**src/rtl/alu_defs.sv**
```systemverilog
// Shared widths, ALU opcodes and issue-controller state encoding.
package alu_defs;

    localparam int ALU_W   = 8;
    localparam int ALU_OPW = 3;
    localparam int ALU_RW  = 2 * ALU_W;

    localparam logic [ALU_OPW-1:0] OP_ADD = 3'd0;
    localparam logic [ALU_OPW-1:0] OP_SUB = 3'd1;
    localparam logic [ALU_OPW-1:0] OP_MUL = 3'd2;
    localparam logic [ALU_OPW-1:0] OP_AND = 3'd3;
    localparam logic [ALU_OPW-1:0] OP_OR  = 3'd4;
    localparam logic [ALU_OPW-1:0] OP_XOR = 3'd5;
    localparam logic [ALU_OPW-1:0] OP_SHL = 3'd6;
    localparam logic [ALU_OPW-1:0] OP_SHR = 3'd7;

    typedef enum logic [1:0] {
        IDLE = 2'd0,
        WAIT = 2'd1,
        RESP = 2'd2
    } state_e;

endpackage

```
**src/rtl/alu_issue_ctrl.sv**
```systemverilog
// Launches one request onto the combinational ALU, captures the result SETTLE edges later.
// Response is held until rsp_ready; a new request can ride the response transfer edge.
module alu_issue_ctrl
    import alu_defs::*;
#(
    parameter int W      = ALU_W,
    parameter int OPW    = ALU_OPW,
    parameter int SETTLE = 1
) (
    input  logic           clk,
    input  logic           rst,
    input  logic           req_valid,
    output logic           req_ready,
    input  logic [W-1:0]   req_a,
    input  logic [W-1:0]   req_b,
    input  logic           req_cin,
    input  logic [OPW-1:0] req_op,
    output logic [W-1:0]   alu_a,
    output logic [W-1:0]   alu_b,
    output logic           alu_cin,
    output logic [OPW-1:0] alu_op,
    input  logic [2*W-1:0] alu_res,
    output logic           rsp_valid,
    input  logic           rsp_ready,
    output logic [2*W-1:0] rsp_res,
    output logic [OPW-1:0] rsp_op,
    output logic           rsp_zero,
    output logic           busy,
    output logic [7:0]     issue_count
);

    localparam logic [3:0] CNT_INIT = 4'(SETTLE - 1);

    state_e         state_q, state_d;
    logic [3:0]     cnt_q, cnt_d;
    logic [W-1:0]   alu_a_q, alu_a_d;
    logic [W-1:0]   alu_b_q, alu_b_d;
    logic           alu_cin_q, alu_cin_d;
    logic [OPW-1:0] alu_op_q, alu_op_d;
    logic [2*W-1:0] rsp_res_q, rsp_res_d;
    logic [OPW-1:0] rsp_op_q, rsp_op_d;
    logic           rsp_zero_q, rsp_zero_d;
    logic [7:0]     issue_count_q, issue_count_d;
    logic           load;

    // A response transfer frees the slot in the same cycle, so ready follows rsp_ready.
    assign req_ready = (state_q == IDLE) || ((state_q == RESP) && rsp_ready);
    assign load      = req_valid && req_ready;

    always_comb begin
        state_d       = state_q;
        cnt_d         = cnt_q;
        alu_a_d       = alu_a_q;
        alu_b_d       = alu_b_q;
        alu_cin_d     = alu_cin_q;
        alu_op_d      = alu_op_q;
        rsp_res_d     = rsp_res_q;
        rsp_op_d      = rsp_op_q;
        rsp_zero_d    = rsp_zero_q;
        issue_count_d = issue_count_q;

        case (state_q)
            IDLE: begin
                if (req_valid) state_d = WAIT;
            end
            WAIT: begin
                if (cnt_q == 4'd0) begin
                    rsp_res_d  = alu_res;
                    rsp_op_d   = alu_op_q;
                    rsp_zero_d = (alu_res == '0);
                    state_d    = RESP;
                end else begin
                    cnt_d = cnt_q - 4'd1;
                end
            end
            RESP: begin
                if (rsp_ready) state_d = req_valid ? WAIT : IDLE;
            end
            default: state_d = IDLE;
        endcase

        if (load) begin
            alu_a_d       = req_a;
            alu_b_d       = req_b;
            alu_cin_d     = req_cin;
            alu_op_d      = req_op;
            cnt_d         = CNT_INIT;
            issue_count_d = issue_count_q + 8'd1;
        end
    end

    always_ff @(posedge clk or posedge rst) begin
        if (rst) begin
            state_q       <= IDLE;
            cnt_q         <= 4'd0;
            alu_a_q       <= '0;
            alu_b_q       <= '0;
            alu_cin_q     <= 1'b0;
            alu_op_q      <= '0;
            rsp_res_q     <= '0;
            rsp_op_q      <= '0;
            rsp_zero_q    <= 1'b0;
            issue_count_q <= 8'd0;
        end else begin
            state_q       <= state_d;
            cnt_q         <= cnt_d;
            alu_a_q       <= alu_a_d;
            alu_b_q       <= alu_b_d;
            alu_cin_q     <= alu_cin_d;
            alu_op_q      <= alu_op_d;
            rsp_res_q     <= rsp_res_d;
            rsp_op_q      <= rsp_op_d;
            rsp_zero_q    <= rsp_zero_d;
            issue_count_q <= issue_count_d;
        end
    end

    assign alu_a       = alu_a_q;
    assign alu_b       = alu_b_q;
    assign alu_cin     = alu_cin_q;
    assign alu_op      = alu_op_q;
    assign rsp_valid   = (state_q == RESP);
    assign rsp_res     = rsp_res_q;
    assign rsp_op      = rsp_op_q;
    assign rsp_zero    = rsp_zero_q;
    assign busy        = (state_q != IDLE);
    assign issue_count = issue_count_q;

endmodule

```
**config.mk**
```make
export PLATFORM = sky130hd
export DESIGN_NAME = alu_issue_ctrl
export DESIGN_NICKNAME = d
export VERILOG_FILES = /design/src/rtl/alu_defs.sv /design/src/rtl/alu_issue_ctrl.sv
export SDC_FILE = /design/constraint.sdc
export NUM_CORES = 1
export LEC_CHECK = 0
export ABC_AREA = 1
export CAP_MARGIN = 20
export CORE_ASPECT_RATIO = 1.1
export CORE_MARGIN = 5
export CORE_UTILIZATION = 35
export CTS_CLUSTER_SIZE = 12
export DETAILED_ROUTE_END_ITERATION = 10
export GPL_TIMING_DRIVEN = 0
export HOLD_SLACK_MARGIN = 0.06
export PLACE_DENSITY_LB_ADDON = 0.25
export SLEW_MARGIN = 20
export SYNTH_ARGS = -nofsm -noshare
export SYNTH_HDL_FRONTEND = slang
export SYNTH_SLANG_ARGS = --single-unit
```
**constraint.sdc**
```tcl
create_clock -name clk -period 1.85 [get_ports clk]
set_clock_uncertainty 0.1 [all_clocks]
set_input_delay 0.37 -clock clk [delete_from_list [all_inputs] [get_ports clk]]
set_output_delay 0.37 -clock clk [all_outputs]
set_load 0.01 [all_outputs]
```
==> key figures, run 1 <==
Route
  • Initial DRC count: 83
  • Drc violations: 0
  • Vias/cell: 4.376
  • Antenna-violating nets left: 0
  • Post-Route WL: approximately 5700 µm
  • Pre-antenna DRT Iters: 4
  • WL per Instance: between 10 and 15 µm
  • Via count: 2013

Flow run
  • Max cap viols: 0

Floorplan
  • Initial Util: 35.70%
  • I/O pins: 91
  • Die ar.: around 0.0084 mm²
  • Total core area: roughly 0.0065 mm²
  • # rows: 31
  • Die X: roughly 88 µm
  • Die Span Y: 95.50 µm

STA
  • Finish-stage setup viols: 0
  • Peak Freq: 559.4 MHz
  • RSZ-0062 raised after global routing: no
  • Endpoints failing hold: 0
  • Fin crit period: 1788 ps
  • Rel. slew slack: between 50% and 60%
  • Least-Margin Pin Slew: approximately 660 ps
  • Final worst setup slack: 62.30 ps
  • Worst hold slack: 377.1 ps
  • Fin. max-slew vios: 0
  • Final period utilization: 96.63%

Clocking
  • H-tree depth: 2
  • Post-CTS Hold Buffers: 0
  • Clock Tree Root: clkbuf_8
  • Clk Latency, worst-skew pair: 300 ps
  • Clk buf depth: 2
  • TritonCTS clock tree: built
  • CTS Buf Count: 5
  • Clk sink count: 54
  • Clock slew seen by the registers of the worst setup and hold paths: 100 ps

Yosys
  • Sequential element share of the synthesized area: 58.10%
  • Post-Syn Instances: 279
  • Mapped Area: 0.002326 mm²
  • Post-synth EDFFs: 0
  • Syn_nets: between 300 and 400
  • Register bit count reported by yosys: 54
  • Post-synth cell types: 20
  • Syn Area/Cell: 8.337 µm²
  • Top FF cell, synth: dfrtp_1
  • FFs w/ async S/R, synth: 100.0%
  • Synth warn: 0

Setup path
  • Worst-path fanout max: 2
  • CP arrival: 1320 ps
  • CP required: 1380 ps
  • Worst setup EP type: output pin
  • Kind of critical path: in2out
  • Startpoint Class: input port
  • R2R cell count: 9

Global routing
  • Vias in the first global route: 2088
  • First-pass GRT wire length: 9246 µm
  • Total congestion overflow: 0
  • Initial antenna violation count: 0
  • GRT Overall Usage: roughly 14%
  • Largest net degree at the start of global routing: 55

Power
  • Maximum vdd drop: 0.6919 mV
  • Pint: 0.003285 W
  • Tot Pwr: 0.005212 W
  • Net Switching: between 0.0015 and 0.002 W
  • Switching Fraction: 36.97%
  • Pleak: 1.734 nW
  • Pwr per Cell Area: ~1500 mW/mm²
  • Gate power share: around half
  • Flop pwr share: 39.0%
  • Clock Power Share: 12.4%

Final layout
  • Final Core Density: 52.61%
  • Diode count: 0
  • Area growth syn-to-layout: 47.39%
  • Commonest non-fill, non-tap cells in the layout: nand2_1, clkdlybuf4s50_1, dfrtp_1, inv_1, nor2_1
  • Layout Nets: 420
  • Commonest non-fill, non-tap cell in the layout: nand2_1
  • Layout cell share with drive strength beyond 1: 6.614%
  • Fillers: 632

Outcome
  • Status: finished clean

Hold path
  • WHS Path Cells: 2
  • Hold Path Class: reg2reg

Placement
  • Dpl hpwl: 4174 µm
  • Place WS: -189.3 ps
  • Port Buffers: 90
  • GP Congestion: around 0.76
==> per-stage QoR <==
step           setup TNS, ps  cell area, µm²  instances
2_1_floorplan              0            2326        279
3_3_place_gp          -53630            3329        451
3_5_place_dp          -189.3            3332        451
4_1_cts                    0            3418        459
5_1_grt                    0            3428        460
6_report                   0            3428        460
==> path summary, 6_finish.rpt <==
kind,slack [ps],startpoint,to
max,60,rsp_ready,req_ready
min,380,alu_a[6]$_DFFE_PP0N_,alu_a[6]$_DFFE_PP0N_
max reg2reg,320,cnt_q[0]$_DFFE_PP0P_,rsp_op[1]$_DFFE_PP0P_
min reg2reg,380,alu_a[6]$_DFFE_PP0N_,alu_a[6]$_DFFE_PP0N_
max in group asynchronous,800,rst,cnt_q[0]$_DFFE_PP0P_
min in group asynchronous,410,rst,alu_a[4]$_DFFE_PP0N_
==> critical path, cell delays in order <==
cell and delay, ps:
clkdlybuf4s50_1 430, nor2_2 180, nor2_1 50, dlygate4sd2_1 280
==> flip-flops by register name, summed over array words and instances (netlist names) <==
name	count
state_q	2
alu_op	3
alu_a	8
issue_count	8
cnt_q	4
rsp_op	3
alu_b	8
rsp_zero	1
alu_cin	1
rsp_res	16
==> what timing repair did <==
action | CTS | global route
buffers inserted | 0 | 1
gates resized for setup | 3 | 1
endpoints found under the setup margin | 2 | 1
==> area by class of cell <==
cell class	count	area, µm²	area share (%)
clock inverter	2	13.76	0.4015
multi-input combinational	189	819.5	23.91
buffer	8	52.55	1.533
inverter	28	107.6	3.139
tap	82	102.6	2.993
sequential	54	1351	39.42
clock buffer	6	72.57	2.117
timing repair buffer	91	908.4	26.50
==> cells by family after synthesis <==
group                    after synthesis  synth area share (%)
AO/OA/AOI/OAI                         10                 2.206
XOR/XNOR                               4                 1.506
adder cells (fa/ha/maj)                3                 1.614
buffers and inverters                 36                 6.778
flip-flops                            54                 58.10
AND/OR/NAND/NOR                      172                 29.80
==> cells in the mapped netlist, types with 2 or more instances <==
| master | instances | share of area (%) |
|---|---|---|
| nand2_2 | 2 | 0.54 |
| nand3_1 | 9 | 1.9 |
| inv_1 | 27 | 4.4 |
| xor2_1 | 2 | 0.75 |
| ha_1 | 3 | 1.6 |
| buf_2 | 6 | 1.3 |
| buf_6 | 2 | 0.97 |
| nand4_1 | 3 | 0.81 |
| dfrtp_1 | 54 | 58 |
| xnor2_1 | 2 | 0.75 |
| nor2_4 | 2 | 0.97 |
| o21ai_0 | 8 | 1.7 |
| nor2_1 | 14 | 2.3 |
| nand2_1 | 139 | 22 |
==> layer usage <==
layer	routed length, µm	global-route usage (%)	vias up
li1	-	-	1034
met2	2734	23.87	65
met1	2501	17.29	910
met4	57	4.731	0
met3	364	3.717	4
met5	0	0	-
==> power by group through the flow <==
stage,Combinational (W),Sequential [W],Clock [W]
final,0.00253,0.00203,0.000645
after global routing,0.00284,0.00211,0.000721
after CTS,0.00258,0.00204,0.000676
after detailed placement,0.00259,0.00206,0
after global placement,0.00254,0.00205,0
after floorplan,0.00100,0.00224,0
Power figures use the tool's default switching activity.
==> run 2: changes to the inputs <==
--- a/config.mk
+++ b/config.mk
@@ -12,7 +12,6 @@
 export CORE_UTILIZATION = 35
 export CTS_CLUSTER_SIZE = 12
 export DETAILED_ROUTE_END_ITERATION = 10
-export GPL_TIMING_DRIVEN = 0
 export HOLD_SLACK_MARGIN = 0.06
 export PLACE_DENSITY_LB_ADDON = 0.25
 export SLEW_MARGIN = 20
==> key figures, run 2 (synthesized netlist as in run 1, its figures left out) <==
Outcome
  • Status: finished clean

Final layout
  • Commonest non-fill, non-tap cell in the layout: nand2_1
  • Area growth syn-to-layout: 48.47%
  • Max reg flops: 16 (unchanged)
  • Layout Nets: 417 (-0.71%)
  • Commonest non-fill, non-tap cells in the layout: nand2_1, clkdlybuf4s50_1, dfrtp_1, inv_1, nor2_1
  • Layout cell share with drive strength beyond 1: 5.600% (-1.0 points)
  • Diode count: 0 (unchanged)

Route
  • Pre-antenna DRT Iters: 4 (unchanged)
  • WL per Instance: 12.17 µm (-1.1%)
  • Via count: 1984 (-1.4%)
  • Post-Route WL: 5561 µm (-1.7%)
  • Drc violations: 0 (unchanged)
  • Initial DRC count: 68 (-18%)
  • Vias/cell: 4.341 (-0.79%)
  • Antenna-violating nets left: 0 (unchanged)

STA
  • Peak Freq: 563.9 MHz (+0.81%)
  • Setup_tns: 0 ps (unchanged)
  • Final period utilization: 95.86% (-0.77 points)
  • Rel. slew slack: 71.03% (+15 points)
  • Final worst setup slack: 76.62 ps (+14.33 ps)
  • Least-Margin Pin Slew: 433.9 ps (-224.4 ps)
  • Fin crit period: 1773 ps (-14.33 ps)
  • Finish-stage setup viols: 0 (unchanged)
  • Fin. max-slew vios: 0 (unchanged)
  • RSZ-0062 raised after global routing: no
  • Endpoints failing hold: 0 (unchanged)

Power
  • Maximum vdd drop: 0.6625 mV (-4.3%)
  • Pleak: 1.739 nW (+0.28%)
  • Pwr per Cell Area: 1538 mW/mm² (+1.2%)

Placement
  • Port Buffers: 90 (unchanged)
  • Place WS: -146.7 ps (+42.54 ps)
  • Dpl hpwl: 3991 µm (-4.4%)
  • GP Congestion: 0.7316 (-3.5%)

Setup path
  • Crit path max-delay family: buffers and inverters
  • CP max stage delay: 570 ps (+140 ps)
  • R2R Setup Slk: 340 ps (+20 ps)
  • Worst-path fanout max: 4 (+2)
  • CP max stage cell: clkdlybuf4s50_1
  • R2R cell count: 6 (-3)
  • CP arrival: 1300 ps (-20 ps)
  • WP buf/inv: 1 (-1)
  • Worst setup EP type: output pin
  • Worst path cell trace: clkdlybuf4s50_1
  • FF-to-FF End: rsp_res[2]$_DFFE_PP0P_
  • Kind of critical path: reg2out
  • Startpoint Class: flip-flop
  • CP required: 1380 ps (about the same)
  • Worst r2r src: cnt_q[0]$_DFFE_PP0P_

Floorplan
  • Die Span Y: 95.50 µm (unchanged)
  • I/O pins: 91 (unchanged)
  • Total core area: 0.006516 mm² (unchanged)
  • # rows: 31 (unchanged)
  • Die ar.: 0.008378 mm² (unchanged)
  • Initial Util: 35.70% (unchanged)
  • Die X: 87.73 µm (unchanged)

Clocking
  • H-tree depth: 2 (unchanged)
  • Clock Tree Root: clkbuf_8
  • TritonCTS clock tree: built
  • Clk Latency, worst-skew pair: 300 ps (about the same)
  • Clk sink count: 54 (unchanged)
  • Clk buf depth: 2 (unchanged)
  • CTS Buf Count: 5 (unchanged)
  • Clock slew seen by the registers of the worst setup and hold paths: 90 ps (about the same)
  • Post-CTS Hold Buffers: 0 (unchanged)

Hold path
  • Hold Path Class: in2async

Flow run
  • Max cap viols: 0 (unchanged)

Global routing
  • First-pass GRT wire length: 9183 µm (-0.68%)
  • Initial antenna violation count: 0 (unchanged)
  • Vias in the first global route: 2023 (-3.1%)
  • Largest net degree at the start of global routing: 55 (unchanged)
  • GRT Overall Usage: 14.15% (+0.070 points)
  • Total congestion overflow: 0 (unchanged)
-- run 2: cell count changes in the layout (fill, tap and decap cells not counted), sizes merged --
cell / change
clkinv: -2
buf: -3
bufinv: +1
clkbuf: +1
-- run 2: how the worst max path moves through the flow --
stage	start	to	slack, ps	cells past startpoint
finish	issue_count[3]$_DFFE_PP0N_	issue_count[3]	80	1
global route	issue_count[1]$_DFFE_PP0N_	issue_count[1]	10	1
CTS	state_q[0]$_DFFE_PP0P_	busy	2	3
detailed placement	rsp_ready	req_ready	-150	4
global placement	rsp_ready	req_ready	-140	4
floorplan	rst	alu_a[0]$_DFFE_PP0N_	70	1
-- run 2: report_power, final --
group          internal (W)  switching [W]  leakage, nW
clock network      0.000405       0.000365       0.0524
registers           0.00170       0.000327        0.672
logic               0.00130        0.00121         1.01
total               0.00341        0.00190         1.74
-- run 2: metal layers --
metal | vias to the layer above | track usage (%) | part of all wire [%]
li1 | 1025 | - | -
met1 | 887 | 17.78 | 43
met2 | 68 | 23.49 | 49
met3 | 4 | 4.149 | 7.0
met4 | 0 | 4.220 | 0.97
met5 | - | 0 | 0
-- run 2: stage by stage --
step,hold WS [ps],total power (W),instance area (µm²),instances,util (%)
after CTS,335.5,0.005394,3443,456,52.84
after detailed placement,357.9,0.004621,3339,448,51.25
after global routing,344.1,0.005793,3453,457,53.00
final,321.3,0.005313,3453,457,53.00
after floorplan,386.6,0.003245,2326,279,-
after global placement,353.4,0.004559,3339,448,51.25
-- run 2: cell type report --
| type | count | area, µm² |
|---|---|---|
| clock buffer | 7 | 76.32 |
| tap | 82 | 102.6 |
| sequential | 54 | 1351 |
| inverter | 28 | 105.1 |
| timing repair buffer | 96 | 970.9 |
| multi-input combinational | 189 | 817.0 |
| clock inverter | 1 | 30.03 |
| fill | 631 | 3063 |
-- run 2: timing repair --
item / CTS / global route
resized for setup: 2 / 2
setup buffers: 0 / 1
gates cloned: 0 / 0
endpoints found under the setup margin: 2 / 1
==> run 3: changes to the inputs <==
--- a/config.mk
+++ b/config.mk
@@ -12,6 +12,7 @@
 export CORE_UTILIZATION = 35
 export CTS_CLUSTER_SIZE = 12
 export DETAILED_ROUTE_END_ITERATION = 10
+export DONT_BUFFER_PORTS = 1
 export HOLD_SLACK_MARGIN = 0.06
 export PLACE_DENSITY_LB_ADDON = 0.25
 export SLEW_MARGIN = 20
==> key figures, run 3 (synthesized netlist as in run 1, its figures left out) <==
Outcome
  • Status: finished clean

STA
  • RSZ-0062 raised after global routing: no
  • Fin. max-slew vios: 0 (unchanged)
  • Least-Margin Pin Slew: 423.5 ps (-10.47 ps)
  • Endpoints failing hold: 0 (unchanged)
  • Final worst setup slack: 293.7 ps (+217.1 ps)
  • Fin crit period: 1556 ps (-217.1 ps)
  • Setup_tns: 0 ps (unchanged)
  • Peak Freq: 642.6 MHz (+14%)
  • Final period utilization: 84.12% (-12 points)
  • Finish-stage setup viols: 0 (unchanged)
  • Rel. slew slack: 71.73% (+0.70 points)

Setup path
  • CP arrival: 1090 ps (-210 ps)
  • Worst path cell trace: inv_1 -> nor2_1 -> nor2_1
  • CP max stage delay: 390 ps (-180 ps)
  • CP max stage cell: dfrtp_1
  • WP buf/inv: 1 (unchanged)
  • Worst-path fanout max: 4 (unchanged)
  • Startpoint Class: flip-flop
  • CP required: 1380 ps (about the same)
  • Cell mode on critical path: nor2_1
  • Worst setup EP type: output pin
  • Crit path max-delay family: flip-flops
  • Kind of critical path: reg2out

Global routing
  • Grt peak-use layer: met2
  • M3 GR Usage: 5.964% (+1.8 points)
  • GRT Overall Usage: 12.57% (-1.6 points)
  • Vias in the first global route: 1654 (-18%)
  • Total congestion overflow: 0 (unchanged)
  • Initial antenna violation count: 0 (unchanged)
  • Global-route met1 utilization: 15.57% (-2.2 points)
  • Largest net degree at the start of global routing: 31 (-44%)
  • Met2 Use GR: 19.22% (-4.3 points)
  • First-pass GRT wire length: 8197 µm (-11%)

Floorplan
  • # rows: 31 (unchanged)
  • Die Span Y: 95.50 µm (unchanged)
  • I/O pins: 91 (unchanged)
  • Initial Util: 35.70% (unchanged)
  • Die ar.: 0.008378 mm² (unchanged)
  • Total core area: 0.006516 mm² (unchanged)
  • Die X: 87.73 µm (unchanged)

Clocking
  • Post-CTS Hold Buffers: 1 (+1)
  • Clock slew seen by the registers of the worst setup and hold paths: 90 ps (about the same)
  • Cts repair resizes: 0 (-2)
  • CTS Buf Count: 5 (unchanged)
  • TritonCTS clock tree: built
  • Clock Tree Root: clkbuf_8
  • Setup Fix Bufs, Post-CTS: 0 (unchanged)
  • H-tree depth: 2 (unchanged)
  • Clk sink count: 54 (unchanged)
  • Clk Latency, worst-skew pair: 300 ps (about the same)
  • Clk buf depth: 2 (unchanged)

Route
  • Post-Route WL: 5199 µm (-6.5%)
  • Pre-antenna DRT Iters: 3 (-1)
  • Drc violations: 0 (unchanged)
  • Initial DRC count: 104 (+53%)
  • Vias/cell: 4.537 (+4.5%)
  • Via count: 1665 (-16%)
  • WL per Instance: 14.17 µm (+16%)
  • Antenna-violating nets left: 0 (unchanged)

Placement
  • GP Congestion: 0.7671 (+4.9%)
  • Place WS: 358.1 ps (+504.8 ps)
  • Port Buffers: 0 (-100%)
  • Dpl hpwl: 3870 µm (-3.0%)

Final layout
  • Layout cell share with drive strength beyond 1: 7.018% (+1.4 points)
  • Area growth syn-to-layout: 10.01%
  • Layout Nets: 328 (-21%)
  • Commonest non-fill, non-tap cells in the layout: nand2_1, dfrtp_1, inv_1, nor2_1, nand3_1
  • Commonest non-fill, non-tap cell in the layout: nand2_1
  • Diode count: 0 (unchanged)
  • Max reg flops: 16 (unchanged)

Power
  • Pleak: 1.384 nW (-20%)
  • Pwr per Cell Area: 1696 mW/mm² (+10%)
  • Maximum vdd drop: 0.6008 mV (-9.3%)

Hold path
  • Hold Path Class: in2reg

Flow run
  • Max cap viols: 0 (unchanged)
## run 3: changes by cell type in the layout (fill, tap and decap cells not counted)
cell,previous run,this run
clkdlybuf4s50_1,87,0
clkbuf_1,2,0
dlygate4sd2_1,2,0
dlygate4sd3_1,0,2
buf_12,2,1
clkbuf_8,5,6
dlymetal6s2s_1,1,0
inv_1,25,26
inv_2,3,2
## run 3: power by group
group	total, W	switching, W	internal [W]
sequential	0.00236	0.000653	0.00170
clock	0.000809	0.000375	0.000434
combinational	0.00117	0.000750	0.000425
total	0.00434	0.00178	0.00256
## run 3: worst paths after layout
path | from | endpoint | slack [ps] | depth (start not counted)
max | state_q[1]$_DFFE_PP0P_ | req_ready | 290 | 3
min | req_b[2] | alu_b[2]$_DFFE_PP0N_ | 80 | 2
max reg2reg | cnt_q[0]$_DFFE_PP0P_ | rsp_res[3]$_DFFE_PP0P_ | 360 | 6
min reg2reg | rsp_res[12]$_DFFE_PP0P_ | rsp_res[12]$_DFFE_PP0P_ | 450 | 2
max in group asynchronous | rst | cnt_q[1]$_DFFE_PP0P_ | 850 | 3
min in group asynchronous | rst | alu_a[1]$_DFFE_PP0N_ | 480 | 3
## run 3: routing by layer
metal	share of wire, %	wire length (µm)	vias up
li1	-	-	848
met1	40	2056	750
met2	47	2440	62
met3	12	638	5
met4	1.2	63	0
met5	0	0	-
## run 3: metrics by stage
stage | instance area [µm²] | std cells | utilization (%) | power (W) | hold slack, ps
finish | 2559 | 367 | 39.27 | 0.004339 | 75.80
global route | 2559 | 367 | 39.27 | 0.004740 | 65.49
CTS | 2549 | 366 | 39.11 | 0.004425 | 64.98
detailed placement | 2426 | 358 | 37.23 | 0.003600 | 234.8
global placement | 2426 | 358 | 37.23 | 0.003542 | 229.8
floorplan | 2326 | 279 | - | 0.003245 | 386.6
## run 3: final cells by class
| cell class | instances | area [µm²] |
|---|---|---|
| sequential | 54 | 1351 |
| clock buffer | 6 | 82.58 |
| tap | 82 | 102.6 |
| inverter | 28 | 105.1 |
| timing repair buffer | 7 | 70.07 |
| fill | 674 | 3958 |
| multi-input combinational | 189 | 817.0 |
| clock inverter | 1 | 30.03 |
